$ cat src/rtl/fetch_btb_if.sv
// fetch_btb_if -- bundle between the pipeline and the fetch/BTB block.
//
// Handshake: there is no valid/ready pair on this bundle. The EX fields are
// sampled every rising edge, and "en" is the only qualifier. en = 1 lets
// fetch advance and lets a resolved branch train the BTB. en = 0 stalls
// fetch, but a misprediction flush still redirects the PC.
//
// Signals
//   en                  fetch advance enable (low = stall)
//   EX_pc_i             PC of the instruction in EX
//   EX_bp_pred_taken_i  prediction made for the EX instruction at fetch
//   EX_bp_pred_pc_i     predicted next PC for the EX instruction
//   EX_is_br_i          EX instruction is a BTB-tracked branch
//   EX_br_taken_i       resolved branch outcome
//   EX_br_target_i      resolved branch target
//   EX_pc_p4_i          EX PC + 4
//   EX_csr_br_taken_i   trap / xRET redirect
//   EX_csr_br_target_i  trap / xRET target
//   br_flush_o          misprediction flush
//   bp_pred_taken_o     prediction for the current fetch PC
//   bp_pred_target_o    predicted target for the current fetch PC
//   pc_o, pc_p4_o       fetch PC and fetch PC + 4
//
// Modports: slave = fetch_btb, master = pipeline / testbench.
interface fetch_btb_if;
  logic        en;
  logic [31:0] EX_pc_i;
  logic        EX_bp_pred_taken_i;
  logic [31:0] EX_bp_pred_pc_i;
  logic        EX_is_br_i;
  logic        EX_br_taken_i;
  logic [31:0] EX_br_target_i;
  logic [31:0] EX_pc_p4_i;
  logic        EX_csr_br_taken_i;
  logic [31:0] EX_csr_br_target_i;
  logic        br_flush_o;
  logic        bp_pred_taken_o;
  logic [31:0] bp_pred_target_o;
  logic [31:0] pc_o;
  logic [31:0] pc_p4_o;

  modport slave (
    input  en, EX_pc_i, EX_bp_pred_taken_i, EX_bp_pred_pc_i, EX_is_br_i,
           EX_br_taken_i, EX_br_target_i, EX_pc_p4_i, EX_csr_br_taken_i,
           EX_csr_br_target_i,
    output br_flush_o, bp_pred_taken_o, bp_pred_target_o, pc_o, pc_p4_o
  );

  modport master (
    output en, EX_pc_i, EX_bp_pred_taken_i, EX_bp_pred_pc_i, EX_is_br_i,
           EX_br_taken_i, EX_br_target_i, EX_pc_p4_i, EX_csr_br_taken_i,
           EX_csr_br_target_i,
    input  br_flush_o, bp_pred_taken_o, bp_pred_target_o, pc_o, pc_p4_o
  );
endinterface

$ cat src/rtl/fetch_btb.sv
// fetch_btb -- fetch PC register with a direct-mapped branch target buffer.
//
// The block holds the fetch PC and resolves the EX-stage next PC. It raises
// br_flush_o when the path fetched after the EX instruction was wrong. When
// prediction is built in, a BTB with 2-bit saturating counters supplies a
// taken prediction and a target for the current fetch PC.
//
// Ports
//   clk    rising-edge clock
//   rst_n  synchronous active-low reset (PC <= RESET_PC, BTB valid cleared)
//   bus    fetch_btb_if.slave (EX resolution inputs, fetch outputs)
//
// Configuration macro: FETCH_BTB_PRED_EN
//   defined   : BTB lookup and training are built in
//   undefined : no BTB storage; fetch runs sequentially and is redirected
//               only by flushes
//
// The block has no FSM. Its only state is the PC register and the BTB
// arrays.
module fetch_btb #(
  parameter logic [31:0] RESET_PC    = 32'h0000_0000,
  parameter int          BTB_ENTRIES = 16,
  parameter int          TAG_W       = 8
) (
  input  logic        clk,
  input  logic        rst_n,
  fetch_btb_if.slave  bus
);

  localparam int IDX_W = $clog2(BTB_ENTRIES);

  logic [31:0] pc_q;
  logic [31:0] pc_d;
  logic [31:0] pc_p4;
  logic [31:0] ex_next_pc;
  logic        flush;
  logic        pred_taken;
  logic [31:0] pred_target;

  // The EX next PC follows a fixed priority: trap/xRET first, then the
  // resolved branch, then the fall-through path.
  always_comb begin
    ex_next_pc = bus.EX_pc_p4_i;
    if (bus.EX_csr_br_taken_i)  ex_next_pc = bus.EX_csr_br_target_i;
    else if (bus.EX_br_taken_i) ex_next_pc = bus.EX_br_target_i;
  end

  // The path fetched after EX was either the predicted PC or PC+4. A flush
  // is needed whenever the resolved next PC differs from that path.
  assign flush = bus.EX_bp_pred_taken_i ? (ex_next_pc != bus.EX_bp_pred_pc_i)
                                        : (ex_next_pc != bus.EX_pc_p4_i);

  assign pc_p4 = pc_q + 32'd4;

`ifdef FETCH_BTB_PRED_EN
  logic [BTB_ENTRIES-1:0] valid_q;
  logic [TAG_W-1:0]       tag_q [BTB_ENTRIES];
  logic [31:0]            tgt_q [BTB_ENTRIES];
  logic [1:0]             cnt_q [BTB_ENTRIES];

  logic [IDX_W-1:0] fe_idx;
  logic [TAG_W-1:0] fe_tag;
  logic             fe_hit;
  logic [IDX_W-1:0] ex_idx;
  logic [TAG_W-1:0] ex_tag;
  logic             ex_hit;
  logic             upd_en;
  logic             wr_en;
  logic             alloc_en;
  logic [1:0]       wr_cnt_d;
  logic [31:0]      wr_tgt_d;
  logic             unused_ex_bits;

  // Lookup for the current fetch PC. It reads the registered arrays, so a
  // write made in the same cycle is seen only from the next cycle.
  assign fe_idx      = pc_q[IDX_W+1:2];
  assign fe_tag      = pc_q[IDX_W+TAG_W+1:IDX_W+2];
  assign fe_hit      = valid_q[fe_idx] && (tag_q[fe_idx] == fe_tag);
  assign pred_taken  = fe_hit && cnt_q[fe_idx][1];
  assign pred_target = fe_hit ? tgt_q[fe_idx] : 32'd0;

  // Training from EX. Trap/xRET redirects never train the BTB.
  assign ex_idx   = bus.EX_pc_i[IDX_W+1:2];
  assign ex_tag   = bus.EX_pc_i[IDX_W+TAG_W+1:IDX_W+2];
  assign ex_hit   = valid_q[ex_idx] && (tag_q[ex_idx] == ex_tag);
  assign upd_en   = bus.en && bus.EX_is_br_i && !bus.EX_csr_br_taken_i;
  // A not-taken miss writes nothing. A taken miss replaces whatever entry
  // sits at this index.
  assign alloc_en = upd_en && !ex_hit && bus.EX_br_taken_i;
  assign wr_en    = (upd_en && ex_hit) || alloc_en;

  always_comb begin
    wr_cnt_d = cnt_q[ex_idx];
    wr_tgt_d = tgt_q[ex_idx];
    if (!ex_hit) begin
      wr_cnt_d = 2'b10;
      wr_tgt_d = bus.EX_br_target_i;
    end else if (bus.EX_br_taken_i) begin
      if (cnt_q[ex_idx] != 2'b11) wr_cnt_d = cnt_q[ex_idx] + 2'b01;
      wr_tgt_d = bus.EX_br_target_i;
    end else begin
      if (cnt_q[ex_idx] != 2'b00) wr_cnt_d = cnt_q[ex_idx] - 2'b01;
    end
  end

  always_ff @(posedge clk) begin
    if (!rst_n) begin
      valid_q <= '0;
    end else if (alloc_en) begin
      valid_q[ex_idx] <= 1'b1;
    end
  end

  // Tag, target and counter need no reset because valid guards them. The
  // rst_n term keeps reset ahead of any training write.
  always_ff @(posedge clk) begin
    if (rst_n && wr_en) begin
      tag_q[ex_idx] <= ex_tag;
      tgt_q[ex_idx] <= wr_tgt_d;
      cnt_q[ex_idx] <= wr_cnt_d;
    end
  end

  assign unused_ex_bits = ^{bus.EX_pc_i[31:IDX_W+TAG_W+2], bus.EX_pc_i[1:0]};
`else
  logic unused_ex_bits;

  assign pred_taken     = 1'b0;
  assign pred_target    = 32'd0;
  assign unused_ex_bits = ^{bus.EX_pc_i, bus.EX_is_br_i};
`endif

  always_comb begin
    pc_d = pc_p4;
    if (flush)           pc_d = ex_next_pc;
    else if (pred_taken) pc_d = pred_target;
  end

  // A flush redirects the PC even when fetch is stalled.
  always_ff @(posedge clk) begin
    if (!rst_n) begin
      pc_q <= RESET_PC;
    end else if (bus.en || flush) begin
      pc_q <= pc_d;
    end
  end

  assign bus.pc_o             = pc_q;
  assign bus.pc_p4_o          = pc_p4;
  assign bus.br_flush_o       = flush;
  assign bus.bp_pred_taken_o  = pred_taken;
  assign bus.bp_pred_target_o = pred_target;

endmodule
$ cat src/flat_wrapper.sv
// flat-port wrapper written by rule: the top's interface ports become plain ports
module fetch_btb_flat 
#(
  parameter logic [31:0] RESET_PC    = 32'h0000_0000,
  parameter int          BTB_ENTRIES = 16,
  parameter int          TAG_W       = 8
)
  (clk, rst_n, bus_en, bus_EX_pc_i, bus_EX_bp_pred_taken_i, bus_EX_bp_pred_pc_i, bus_EX_is_br_i, bus_EX_br_taken_i, bus_EX_br_target_i, bus_EX_pc_p4_i, bus_EX_csr_br_taken_i, bus_EX_csr_br_target_i, bus_br_flush_o, bus_bp_pred_taken_o, bus_bp_pred_target_o, bus_pc_o, bus_pc_p4_o);
  fetch_btb_if bus_i ();
  input  logic clk;
  input  logic rst_n;
  input wire logic [$bits(bus_i.en)-1:0] bus_en;
  input wire logic [$bits(bus_i.EX_pc_i)-1:0] bus_EX_pc_i;
  input wire logic [$bits(bus_i.EX_bp_pred_taken_i)-1:0] bus_EX_bp_pred_taken_i;
  input wire logic [$bits(bus_i.EX_bp_pred_pc_i)-1:0] bus_EX_bp_pred_pc_i;
  input wire logic [$bits(bus_i.EX_is_br_i)-1:0] bus_EX_is_br_i;
  input wire logic [$bits(bus_i.EX_br_taken_i)-1:0] bus_EX_br_taken_i;
  input wire logic [$bits(bus_i.EX_br_target_i)-1:0] bus_EX_br_target_i;
  input wire logic [$bits(bus_i.EX_pc_p4_i)-1:0] bus_EX_pc_p4_i;
  input wire logic [$bits(bus_i.EX_csr_br_taken_i)-1:0] bus_EX_csr_br_taken_i;
  input wire logic [$bits(bus_i.EX_csr_br_target_i)-1:0] bus_EX_csr_br_target_i;
  output wire logic [$bits(bus_i.br_flush_o)-1:0] bus_br_flush_o;
  output wire logic [$bits(bus_i.bp_pred_taken_o)-1:0] bus_bp_pred_taken_o;
  output wire logic [$bits(bus_i.bp_pred_target_o)-1:0] bus_bp_pred_target_o;
  output wire logic [$bits(bus_i.pc_o)-1:0] bus_pc_o;
  output wire logic [$bits(bus_i.pc_p4_o)-1:0] bus_pc_p4_o;
  assign bus_i.en = bus_en;
  assign bus_i.EX_pc_i = bus_EX_pc_i;
  assign bus_i.EX_bp_pred_taken_i = bus_EX_bp_pred_taken_i;
  assign bus_i.EX_bp_pred_pc_i = bus_EX_bp_pred_pc_i;
  assign bus_i.EX_is_br_i = bus_EX_is_br_i;
  assign bus_i.EX_br_taken_i = bus_EX_br_taken_i;
  assign bus_i.EX_br_target_i = bus_EX_br_target_i;
  assign bus_i.EX_pc_p4_i = bus_EX_pc_p4_i;
  assign bus_i.EX_csr_br_taken_i = bus_EX_csr_br_taken_i;
  assign bus_i.EX_csr_br_target_i = bus_EX_csr_br_target_i;
  assign bus_br_flush_o = bus_i.br_flush_o;
  assign bus_bp_pred_taken_o = bus_i.bp_pred_taken_o;
  assign bus_bp_pred_target_o = bus_i.bp_pred_target_o;
  assign bus_pc_o = bus_i.pc_o;
  assign bus_pc_p4_o = bus_i.pc_p4_o;
  fetch_btb #(.RESET_PC(RESET_PC), .BTB_ENTRIES(BTB_ENTRIES), .TAG_W(TAG_W)) u_core (.clk(clk), .rst_n(rst_n), .bus(bus_i));
endmodule
$ cat config.mk
export PLATFORM = sky130hd
export DESIGN_NAME = fetch_btb_flat
export DESIGN_NICKNAME = d
export VERILOG_FILES = /design/src/rtl/fetch_btb_if.sv /design/src/rtl/fetch_btb.sv /design/src/flat_wrapper.sv
export SDC_FILE = /design/constraint.sdc
export NUM_CORES = 1
export LEC_CHECK = 0
export ABC_AREA = 0
export BUFFER_PORTS_ARGS = -buffer_cell sky130_fd_sc_hd__buf_2
export CAP_MARGIN = 30
export CORE_ASPECT_RATIO = 1.75
export CORE_MARGIN = 5
export CORE_UTILIZATION = 25
export DETAILED_ROUTE_END_ITERATION = 10
export GPL_TIMING_DRIVEN = 0
export HOLD_SLACK_MARGIN = 0.15
export PLACE_DENSITY = 0.52
export SYNTH_ARGS = -nofsm -noshare
export SYNTH_HDL_FRONTEND = slang
export SYNTH_SLANG_ARGS = --single-unit
$ cat constraint.sdc
create_clock -name clk -period 2.4 [get_ports clk]
set_input_delay 0.24 -clock clk [delete_from_list [all_inputs] [get_ports clk]]
set_output_delay 0.24 -clock clk [all_outputs]
set_load 0.02 [all_outputs]
-- Word level (Yosys, flattened, before mapping)
Index checks and enable logic that the tools add are counted.
- register bits: 32
- input bits: 167
- output and inout bits: 98
- word-level logic and storage cells: 9
- add/sub/neg operators: 1
- eq/ne operators: 2
- multiplexer cells: 4
- reduce and logical (&&, ||, !) cells: 1
- operators with widths (operator ; count):
    $mux W32 ; 3
    $ne A32 B32 Y1 ; 2
    $add A32 B3 Y32 const B ; 1
    $logic_or A1 B1 Y1 ; 1
    $mux W1 ; 1

-- Depth between registers and ports, before layout
- word-level depth: 5
- gate-level depth with buffers: 12

-- Worst setup path before layout
Ideal clock, no wire load.
- path kind: reg2out
- from: register u_core.pc_q[13] (netlist: u_core.bus.pc_o[13])
- to: output port bus_pc_p4_o[29]
- data arrival time: 2465 ps
- slack: -305 ps
- cell stages (with the launch flop): 8
- buffers on the path: 2
- path through: dfxtp_1 buf_2 nand4_1 nor4b_1 clkbuf_1 and3_1 nand3_1 xnor2_1
- longest elaborated chain between the ends: 1
- RTL lines (element ; line ; text):
    start: declaration ; fetch_btb.sv:32 ; logic [31:0] pc_q;
    start signal: assignment ; fetch_btb.sv:144 ; pc_q <= pc_d;
    $add A32 B3 Y32 ; fetch_btb.sv:53 ; assign pc_p4 = pc_q + 32'd4;
    end: declaration ; flat_wrapper.sv:26 ; output wire logic [$bits(bus_i.pc_p4_o)-1:0] bus_pc_p4_o;
No other way between the ends.

-- Worst setup path after layout
- from: input port bus_EX_bp_pred_taken_i
- to: output port bus_br_flush_o
- longest elaborated chain between the ends: 1
- RTL lines (element ; line ; text):
    start: declaration ; flat_wrapper.sv:14 ; input wire logic [$bits(bus_i.EX_bp_pred_taken_i)-1:0] bus_EX_bp_pred_taken_i;
    $mux W1 ; fetch_btb.sv:50 ; assign flush = bus.EX_bp_pred_taken_i ? (ex_next_pc != bus.EX_bp_pred_pc_i)
    end: declaration ; flat_wrapper.sv:22 ; output wire logic [$bits(bus_i.br_flush_o)-1:0] bus_br_flush_o;
No other way between the ends.

==> results.md <==
* GRT Total Usage at 0.172
* CP max stage cell: or4_4
* Grt total ovfl at 0
* Wire length on met2 at 8950 µm
* Data required time of the worst path at 2.16 ns
* CTS tree: built
* RSZ-0062 raised after global routing: true
* Crit-path cells: clkbuf_4 > buf_12 > buf_12 > mux2i_1 > xor2_1 > nand4_1 > or4_4 > nor2_4 > buf_8 > inv_2 > buf_6
* Post-route cell area at 5880 µm²
* Top routing layer used: met4
* WL met1 at 5520 µm
* DRC at 0
* Die area at 18100 µm²
* DP Area at 5200 µm²
* Hold bufs inserted after CTS at 0
* Final Worst Setup Slack at -0.0458 ns
* Worst skew pair latency at 0.28 ns
* Switching share of power at 0.359
* Hpwl dp at 13700 µm
* Met3 WL at 980 µm
* Ant diodes at 0
* Violated checks: setup timing
* GPL Wtd Cong at 0.858
* Slew @ Worst Pin at 0.620 ns
* Yosys cell types at 31
* Nets at 908
* Mapped Area at 3850 µm²
* Vias in the first global route at 4701
* Status: finished, violations left
* Core area at 15200 µm²
* Internal power at 0.00139 W
* DR vias at 4313
* Io pins at 265
* Placement row count at 60
* Crit path arrival time at 2.21 ns
* Most used cell, CP: buf_12
* Reg power frac at 0.294
* Sw power at 0.000781 W
* Max reg flops at 32
* Final Max Tran Viols at 0
* Register bit total from synthesis at 32
* Yosys warns at 0
* Tmin final at 2.45 ns
* Largest net degree at the start of global routing at 11
* Dpl ws at -0.591 ns
* Skew final at 0.00270 ns
* Worst setup SP type: input pin
* Hold Slack at 0.338 ns
* Syn Area/Cell at 7.95 µm²
* Final ANT Viol Nets at 0
* Final period util at 1.02
* Post-synthesis sequential area ratio at 0.166
* Kind of critical path: input pin to output port
* Vias per cell at 4.65
* Worst-path clk slew at 0.05 ns
* Pre-antenna DRT Iters at 4
* Reg2reg setup slack at 0.28 ns
* Clock sinks at 32
* Drt wl/cell at 17.5 µm
* Final setup violation count at 1
* Comb power frac at 0.410
* Die H at 174 µm
* CTS buffer count at 5
* Critical Path Sink Type: output port
* Hold violation count in the final report at 0
* Synthesized instance count at 485
* F_max at 409 MHz
* Rel. slew slack at 0.587
* First-pass GRT wire length at 25000 µm
* CTS H-tree depth at 2
* IO Port Bufs at 194
* Leakage Power at 3.12 nW
* MaxCap Viol Count at 0
* Clock power frac at 0.297
* PD cells at 370 nW/µm²
* Area growth, synth to finish at 52.5%
* Share of cells above drive strength 1 at 0.467
* CTS Root Cell: clkbuf_16
* Final Non-Filler Cells at 927
* CP max stage delay at 0.56 ns
* CP max FO at 9
* Worst vdd ir at 0.294 mV
* Die W at 104 µm
* Initial Utilization at 0.253
* Worst-case clock buffer depth at 2
* Inst Count DP at 897
* Initial antenna violation count at 0
* Iteration-0 DRC Markers at 142
* Hold Path Class: input pin to flip-flop
* DRT Wirelength at 16200 µm
path summary, 6_finish.rpt:
kind,startpoint,cells after the start,to
max,bus_EX_bp_pred_taken_i,11,bus_br_flush_o
min,rst_n,3,u_core.bus.pc_o[0]
max reg2reg,u_core.bus.pc_o[2],9,u_core.bus.pc_o[30]
min reg2reg,u_core.bus.pc_o[0],2,u_core.bus.pc_o[0]
layout make-up:
class | count | area (µm²)
inverter | 3 | 11.3
timing repair buffer | 219 | 1200
clock inverter | 2 | 10.0
sequential | 32 | 667
multi-input combinational | 412 | 3070
clock buffer | 6 | 139
buffer | 67 | 551
fill | 1678 | 9360
tap | 186 | 233
repair_timing:
item,4_1_cts,5_1_grt
buffers inserted,16,8
gates cloned,1,0
pin swaps,16,10
endpoints found under the setup margin,49,44
gates resized for setup,72,28
critical path: cells and delay by family:
kind          cells  cell delay, ns
simple gates      3            0.87
buf+inv           6            0.71
mux               1            0.21
xor+xnor          1            0.17
cells in the final DEF (no fill, tap or decap), drive strengths merged:
master  instances
nand4          18
xor2           45
nand2          55
and3           12
nor3            5
buf           278
or4             1
or3             1
ha              1
nor4            6
conb           33
clkbuf         14
nor4b           1
or2             1
o211a          30
nand3          41
nor2           12
inv             3
clkinv          2
nand2b          1
mux2i          67
and4            3
and2            3
xnor2          44
o21ai          32
dfxtp          32
stage by stage:
stage | setup TNS, ns | util | power (W)
floorplan | 0 | - | 0.00115
global placement | -15.11 | 0.341 | 0.00145
detailed placement | -14.78 | 0.341 | 0.00145
CTS | -0.0792 | 0.375 | 0.00217
global route | -0.129 | 0.386 | 0.00229
finish | -0.0458 | 0.386 | 0.00217
cells in the mapped netlist:
cell | instances | area share
and2_1 | 3 | 0.0049
and3_1 | 12 | 0.019
and4_1 | 3 | 0.0068
buf_1 | 3 | 0.0029
buf_12 | 1 | 0.0052
buf_2 | 11 | 0.014
buf_4 | 39 | 0.076
buf_6 | 5 | 0.015
clkbuf_1 | 11 | 0.011
conb_1 | 1 | 0.00097
dfxtp_1 | 32 | 0.17
ha_1 | 1 | 0.0032
inv_1 | 3 | 0.0029
mux2i_1 | 67 | 0.17
nand2_1 | 55 | 0.054
nand2b_1 | 1 | 0.0016
nand3_1 | 41 | 0.053
nand4_1 | 18 | 0.029
nor2_1 | 11 | 0.011
nor2_4 | 1 | 0.0029
nor3_1 | 5 | 0.0065
nor4_1 | 6 | 0.0097
nor4b_1 | 1 | 0.0023
o211a_1 | 30 | 0.078
o21ai_0 | 6 | 0.0078
o21ai_1 | 26 | 0.034
or2_2 | 1 | 0.0016
or3_1 | 1 | 0.0016
or4_4 | 1 | 0.0029
xnor2_1 | 44 | 0.10
xor2_1 | 45 | 0.10
power groups by stage:
stage | Clock (W) | Combinational [W] | Sequential, W
global route | 0.000682 | 0.000966 | 0.000647
detailed placement | 0 | 0.000808 | 0.000645
CTS | 0.000664 | 0.000867 | 0.000637
finish | 0.000645 | 0.000890 | 0.000638
floorplan | 0 | 0.000481 | 0.000672
global placement | 0 | 0.000805 | 0.000644
per-layer routing:
layer	GRT usage	vias to the layer above
li1	-	2157
met1	0.168	1959
met2	0.336	160
met3	0.0386	37
met4	0.0783	0
met5	0	-
cell families after synthesis:
kind of cell,Yosys count,synth area share
buf+inv,73,0.127
fa+ha+maj,1,0.00325
compound gates,62,0.119
mux,67,0.174
other cells,1,0.000973
xor+xnor,89,0.202
flops,32,0.166
simple gates,160,0.207
(Power assumes the default switching activity.)
